### src/rtl/dll_ctrl_pkg.sv
// Shared types and constants for the DLL calibration controller.
package dll_ctrl_pkg;

  localparam int ADJ_W               = 8;
  localparam int DEF_RST_CYCLES      = 16;
  localparam int DEF_LOCK_TIMEOUT    = 255;
  localparam int DEF_BLANK_CYCLES    = 2;
  localparam int DEF_MAX_RETRY       = 3;
  // Lock acquisition time of the behavioural DLL after reset release.
  localparam int DLL_LOCK_CYCLES     = 100;

  typedef enum logic [2:0] {
    ST_IDLE      = 3'd0,
    ST_RESET     = 3'd1,
    ST_WAIT_LOCK = 3'd2,
    ST_LOCKED    = 3'd3,
    ST_ERROR     = 3'd4
  } dll_state_e;

  function automatic int max_int(input int a, input int b);
    return (a > b) ? a : b;
  endfunction

endpackage

### src/rtl/dll_lock_timer.sv
// Up-counter shared by the RESET hold and the WAIT_LOCK supervision window.
// It stops at `limit`; `clear` restarts it from zero on the next edge.
module dll_lock_timer
  import dll_ctrl_pkg::*;
#(
  parameter int CW           = 9,
  parameter int BLANK_CYCLES = DEF_BLANK_CYCLES
) (
  input  logic          clock,
  input  logic          reset_n,
  input  logic          clear,
  input  logic          enable,
  input  logic [CW-1:0] limit,
  output logic [CW-1:0] count,
  output logic          blank_done,
  output logic          limit_hit
);

  assign limit_hit  = (count == limit);
  assign blank_done = (count >= CW'(BLANK_CYCLES));

  // Count up while enabled, holding at the limit until cleared.
  always_ff @(posedge clock or negedge reset_n) begin
    if (!reset_n) begin
      count <= '0;
    end else if (clear) begin
      count <= '0;
    end else if (enable && !limit_hit) begin
      count <= count + 1'b1;
    end
  end

endmodule

### src/rtl/dll_cal_ctrl.sv
// DLL calibration sequencer: accepts delay configurations, drives the DLL
// through reset and lock acquisition, supervises lock with bounded retries
// and reports status plus a count of unsolicited lock losses.
//
// Handshake: a configuration is taken on any edge where io_cfg_valid and
// io_cfg_ready are both high. io_cfg_ready depends only on state (high in
// IDLE, LOCKED and ERROR), so it never depends on io_cfg_valid.
module dll_cal_ctrl
  import dll_ctrl_pkg::*;
#(
  parameter int RST_CYCLES   = DEF_RST_CYCLES,
  parameter int LOCK_TIMEOUT = DEF_LOCK_TIMEOUT,
  parameter int BLANK_CYCLES = DEF_BLANK_CYCLES,
  parameter int MAX_RETRY    = DEF_MAX_RETRY
) (
  input  logic             clock,
  input  logic             reset_n,
  input  logic             io_cfg_valid,
  output logic             io_cfg_ready,
  input  logic [ADJ_W-1:0] io_cfg_adj,
  input  logic [ADJ_W-1:0] io_cfg_madj,
  output logic             io_dll_reset,
  output logic [ADJ_W-1:0] io_adj,
  output logic [ADJ_W-1:0] io_madj,
  input  logic             io_lock,
  output logic             io_locked,
  output logic             io_busy,
  output logic             io_err,
  output logic [7:0]       io_relock_cnt,
  output logic [2:0]       dbg_state
);

  localparam int CW = $clog2(max_int(RST_CYCLES, LOCK_TIMEOUT)) + 1;
  localparam int RW = max_int(1, $clog2(MAX_RETRY + 1));

  dll_state_e       state, state_nxt;
  logic [RW-1:0]    retry, retry_nxt;
  logic [ADJ_W-1:0] adj_nxt, madj_nxt;
  logic [7:0]       relock_nxt;
  logic             dll_reset_nxt, err_nxt, locked_nxt, busy_nxt;
  logic             accept, cfg_legal;
  logic             timer_clr, timer_en, blank_done, limit_hit;
  logic [CW-1:0]    timer_limit, timer_count;

  assign io_cfg_ready = (state == ST_IDLE) || (state == ST_LOCKED) || (state == ST_ERROR);
  assign accept       = io_cfg_valid && io_cfg_ready;
  assign cfg_legal    = (io_cfg_madj != '0);
  assign dbg_state    = state;
  assign timer_limit  = (state == ST_RESET) ? CW'(RST_CYCLES - 1) : CW'(LOCK_TIMEOUT - 1);

  dll_lock_timer #(
    .CW           (CW),
    .BLANK_CYCLES (BLANK_CYCLES)
  ) u_timer (
    .clock      (clock),
    .reset_n    (reset_n),
    .clear      (timer_clr),
    .enable     (timer_en),
    .limit      (timer_limit),
    .count      (timer_count),
    .blank_done (blank_done),
    .limit_hit  (limit_hit)
  );

  // Next-state and next-output decode; an accepted cfg overrides the state's own action.
  always_comb begin
    state_nxt     = state;
    retry_nxt     = retry;
    adj_nxt       = io_adj;
    madj_nxt      = io_madj;
    relock_nxt    = io_relock_cnt;
    dll_reset_nxt = io_dll_reset;
    err_nxt       = io_err;
    locked_nxt    = 1'b0;
    timer_clr     = 1'b1;
    timer_en      = 1'b0;

    case (state)
      ST_RESET: begin
        dll_reset_nxt = 1'b1;
        timer_clr     = 1'b0;
        timer_en      = 1'b1;
        if (limit_hit) begin
          dll_reset_nxt = 1'b0;
          state_nxt     = ST_WAIT_LOCK;
          timer_clr     = 1'b1;
        end
      end
      ST_WAIT_LOCK: begin
        timer_clr = 1'b0;
        timer_en  = 1'b1;
        // Lock beats a simultaneous timeout; stale lock is ignored during blanking.
        if (blank_done && io_lock) begin
          state_nxt  = ST_LOCKED;
          locked_nxt = 1'b1;
        end else if (limit_hit) begin
          timer_clr     = 1'b1;
          dll_reset_nxt = 1'b1;
          if (retry < RW'(MAX_RETRY)) begin
            retry_nxt = retry + 1'b1;
            state_nxt = ST_RESET;
          end else begin
            state_nxt = ST_ERROR;
            err_nxt   = 1'b1;
          end
        end
      end
      ST_LOCKED: begin
        locked_nxt = io_lock;
        if (!accept && !io_lock) begin
          relock_nxt = (io_relock_cnt == 8'hFF) ? io_relock_cnt : io_relock_cnt + 8'd1;
          retry_nxt  = '0;
          state_nxt  = ST_WAIT_LOCK;
        end
      end
      ST_ERROR: begin
        dll_reset_nxt = 1'b1;
      end
      default: begin
        dll_reset_nxt = 1'b1;
      end
    endcase

    if (accept) begin
      if (!cfg_legal) begin
        state_nxt     = ST_ERROR;
        err_nxt       = 1'b1;
        dll_reset_nxt = 1'b1;
        locked_nxt    = 1'b0;
      end else begin
        err_nxt   = 1'b0;
        retry_nxt = '0;
        if ((state != ST_LOCKED) || (io_cfg_madj != io_madj)) begin
          state_nxt     = ST_RESET;
          adj_nxt       = io_cfg_adj;
          madj_nxt      = io_cfg_madj;
          dll_reset_nxt = 1'b1;
          locked_nxt    = 1'b0;
        end else if (io_cfg_adj != io_adj) begin
          // Same denominator: the DLL retunes in place without a reset.
          state_nxt  = ST_WAIT_LOCK;
          adj_nxt    = io_cfg_adj;
          locked_nxt = 1'b0;
        end
      end
    end

    busy_nxt = (state_nxt == ST_RESET) || (state_nxt == ST_WAIT_LOCK);
  end

  // Register state, DLL controls and status.
  always_ff @(posedge clock or negedge reset_n) begin
    if (!reset_n) begin
      state         <= ST_IDLE;
      retry         <= '0;
      io_dll_reset  <= 1'b1;
      io_adj        <= '0;
      io_madj       <= ADJ_W'(1);
      io_locked     <= 1'b0;
      io_busy       <= 1'b0;
      io_err        <= 1'b0;
      io_relock_cnt <= '0;
    end else begin
      state         <= state_nxt;
      retry         <= retry_nxt;
      io_dll_reset  <= dll_reset_nxt;
      io_adj        <= adj_nxt;
      io_madj       <= madj_nxt;
      io_locked     <= locked_nxt;
      io_busy       <= busy_nxt;
      io_err        <= err_nxt;
      io_relock_cnt <= relock_nxt;
    end
  end

endmodule

### config.mk
export PLATFORM = sky130hd
export DESIGN_NAME = dll_cal_ctrl
export DESIGN_NICKNAME = d
export VERILOG_FILES = /design/src/rtl/dll_ctrl_pkg.sv /design/src/rtl/dll_lock_timer.sv /design/src/rtl/dll_cal_ctrl.sv
export SDC_FILE = /design/constraint.sdc
export NUM_CORES = 1
export LEC_CHECK = 0
export CAP_MARGIN = 0
export CORE_MARGIN = 5
export CORE_UTILIZATION = 47
export CTS_BUF_LIST = sky130_fd_sc_hd__clkbuf_8
export CTS_CLUSTER_DIAMETER = 100
export DETAILED_ROUTE_END_ITERATION = 8
export PLACE_DENSITY = 0.87
export SLEW_MARGIN = 25
export SYNTH_ARGS = -nofsm -noshare
export SYNTH_HDL_FRONTEND = slang
export SYNTH_SLANG_ARGS = --single-unit
### constraint.sdc
create_clock -name clock -period 1.98 [get_ports clock]
set_clock_uncertainty 0.05 [all_clocks]
set_input_delay 0.396 -clock clock [delete_from_list [all_inputs] [get_ports clock]]
set_output_delay 0.396 -clock clock [all_outputs]
set_load 0.01 [all_outputs]
==> metrics <==
Avg Cell Area, Syn 11.0 um2; WHS 457 ps; die area between 6000 and 7000 um2; final setup fails 21; sequential-to-total area share from yosys stat around 46%; crit-path max cell delay 430 ps; CTS tree built; fmax 463 MHz; run status finished with violations; final hold viol count 0; peak supply drop roughly 0.31 mV; Initial Utilization 48.7%; WHS Path Cells 3; critical-path maximum fanout 5; Initial DRT Pass Iterations 5; Hold WC Path Type primary input to register; clock tree buffer depth 2; synth warn 0; Crit Path Class register to register; Mapped Cells 209; most used cell, CP buf_4; IO Port Bufs 51; first-pass GRT wire length between 10 and 15 mm; number of global-route vias before repair 2180; post-synth net total around 230; compound-cell area share of the yosys netlist 9.84%; Post-DP HPWL 4.19 mm; Area Overhead vs Synth 54.8%; GR Util All Layers 21.5%; leakage around 0.0016 uW; critical path required time between 2000 and 2500 ps; Pwr Density 435 nW/um2; synth unique cells 48; Sink Count 42; Core Box Area 4720 um2; relative slew slack 74.1%; Routed Antenna Nets 0; Final Cycle Share 109%; CP startpoint kind register; combinational family with the most area after synthesis simple AND/OR/NAND/NOR gates; htree depth 2; Slowest cell on crit path nor4b_4; layout cells sized above 1 41.0%; dpl ws -617 ps; via count approximately 2200; critical path cell sequence buf_4 > nand4_1 > nor4b_4 > buf_4 > o21ai_4 > o311a_1 > nor2_2 > nor2_1; failing checks negative setup slack; Crit. End Element register; initial DRC count 192; Placed Instances ~370; Max-Cap Viols 0; largest net degree at the start of global routing 43; initial antenna violation count 0; DRC viols 0; Post-Synth Simple-Gate Area 19.0%; Total Wirelength 6.94 mm; fin cells 384; critical path arrival 2320 ps; top-level I/O count 52; worst skew pair latency ~310 ps; R2R Setup Slk -180 ps; GRT overflow 0; row cnt 25; CTS Buf Count 5; RD Place Congestion 0.931; Worst R2R Path Depth 8; adder and majority cell fraction of the synthesized area 1.63%; Seq cells post-synth 42; Synth Area in XOR/XNOR ~11%; setup TNS -1280 ps; Wirelength per Cell 18.1 um; setup repair after global routing missed its margin yes; worst-margin pin slew 384 ps; fin. max-slew vios 0; Via density 5.67; Synth Cell Area 2300 um2; number of diodes 0; clk slew on worst S/H paths approximately 90 ps; root buffer cell clkbuf_8; Die Y between 70 and 80 um; Final min period approximately 2200 ps; post-route setup slack -180 ps; Final #Nets 339; Die W 80.0 um; post-synthesis mux area share roughly 9%
==> cells in the mapped netlist (all sizes together) <==
cell type   n  area share [%]
a21o        2            0.65
a21oi      10             2.3
a221o       1            0.44
a22oi       1            0.33
a311oi      1            0.38
a31oi       1            0.27
a41oi       1            0.38
and3        3            0.82
and3b       1            0.38
and4        3             1.2
and4b       1            0.49
buf         5             2.4
clkbuf      1            0.16
dfrtp      40              44
dfstp       2             2.3
ha          3             1.6
inv         6            0.98
mux2       16             9.1
nand2      14             2.3
nand2b      1            0.27
nand3       9             2.0
nand4       5             1.4
nor2       16             2.7
nor2b       2            0.87
nor3        2            0.44
nor3b       1            0.54
nor4        8             2.8
nor4b       1            0.65
o21ai      11             2.7
o22ai       1            0.27
o311a       1            0.44
o311ai      1            0.38
o31ai       2             1.3
or2         1            0.27
or3         4             1.1
or4         2            0.82
xnor2      15             5.7
xor2       14             5.3
==> critical path, delay by kind of cell (launching register included) <==
kind | cells | cell delay (ps)
AO/OA/AOI/OAI | 2 | 440
buffers and inverters | 2 | 350
flip-flops | 1 | 420
AND/OR/NAND/NOR | 4 | 810
==> power by group <==
part / switching [uW] / internal (uW) / total (uW)
registers: 0 / 857 / 857
logic: 50.8 / 55.3 / 106
clock network: 331 / 254 / 586
==> state kept, by name (all words and copies together) (netlist names), 2 cells and up <==
register       cells
io_adj             8
retry              2
io_relock_cnt      8
io_madj            8
dbg_state          3
u_timer.count      9
==> kinds of logic (layout without fill, tap and decap cells) <==
logic type | after synthesis | after routing
flops | 42 | 42
simple gates | 74 | 74
fa+ha+maj | 3 | 3
buf+inv | 12 | 119
compound gates | 33 | 34
xor+xnor | 29 | 29
mux | 16 | 16
==> worst paths after layout <==
kind,start,end
min in group asynchronous,reset_n,u_timer.count[7]
max reg2reg,u_timer.count[5],io_busy
max,u_timer.count[5],io_busy
min reg2reg,io_relock_cnt[0],io_relock_cnt[0]
min,io_cfg_madj[6],io_madj[6]
max in group asynchronous,reset_n,io_madj[0]
==> placed cells by master (no fill, tap or decap), types with 3 or more instances in the layout <==
| cell | n |
|---|---|
| buf_4 | 50 |
| clkdlybuf4s50_1 | 41 |
| dfrtp_1 | 39 |
| xor2_1 | 14 |
| xnor2_1 | 14 |
| nand2_1 | 13 |
| nor2_1 | 8 |
| a21oi_2 | 8 |
| mux2_4 | 8 |
| mux2_2 | 8 |
| nor2_2 | 7 |
| dlygate4sd2_1 | 7 |
| inv_1 | 6 |
| nand3_1 | 6 |
| o21ai_0 | 6 |
| nor4_2 | 5 |
| nand4_1 | 5 |
| clkbuf_8 | 5 |
| or3_1 | 4 |
| nand3_2 | 3 |
| ha_1 | 3 |
==> cell type report <==
type	count	area (um2)
clock buffer	5	68.8
clock inverter	3	25.0
fill	295	1160
inverter	6	22.5
multi-input combinational	156	1380
sequential	42	1050
tap	67	83.8
timing repair buffer	105	928
==> through the flow <==
step	cell area, um2	util, %	total power (uW)
after global placement	3180	67.3	975
after CTS	3390	71.7	1550
after global routing	3560	75.4	1610
after floorplan	2300	-	892
after detailed placement	3180	67.3	977
final	3560	75.4	1550
==> routing by layer <==
metal	GRT usage, %	routed length [um]	part of all wire, %
met5	0	0	0
met2	36.9	3480	50
met4	11.1	367	5.3
met1	24.6	2590	37
met3	5.08	501	7.2
==> timing repair <==
item | in CTS | in global routing
gates cloned | 1 | 0
hold endpoints to repair | 22 | 0
gates resized for setup | 28 | 32
hold buffers | 1 | 0
pin swaps | 13 | 20
endpoints found under the setup margin | 18 | 38
setup buffers | 3 | 6
No activity file was read; power rests on OpenSTA's default activity.
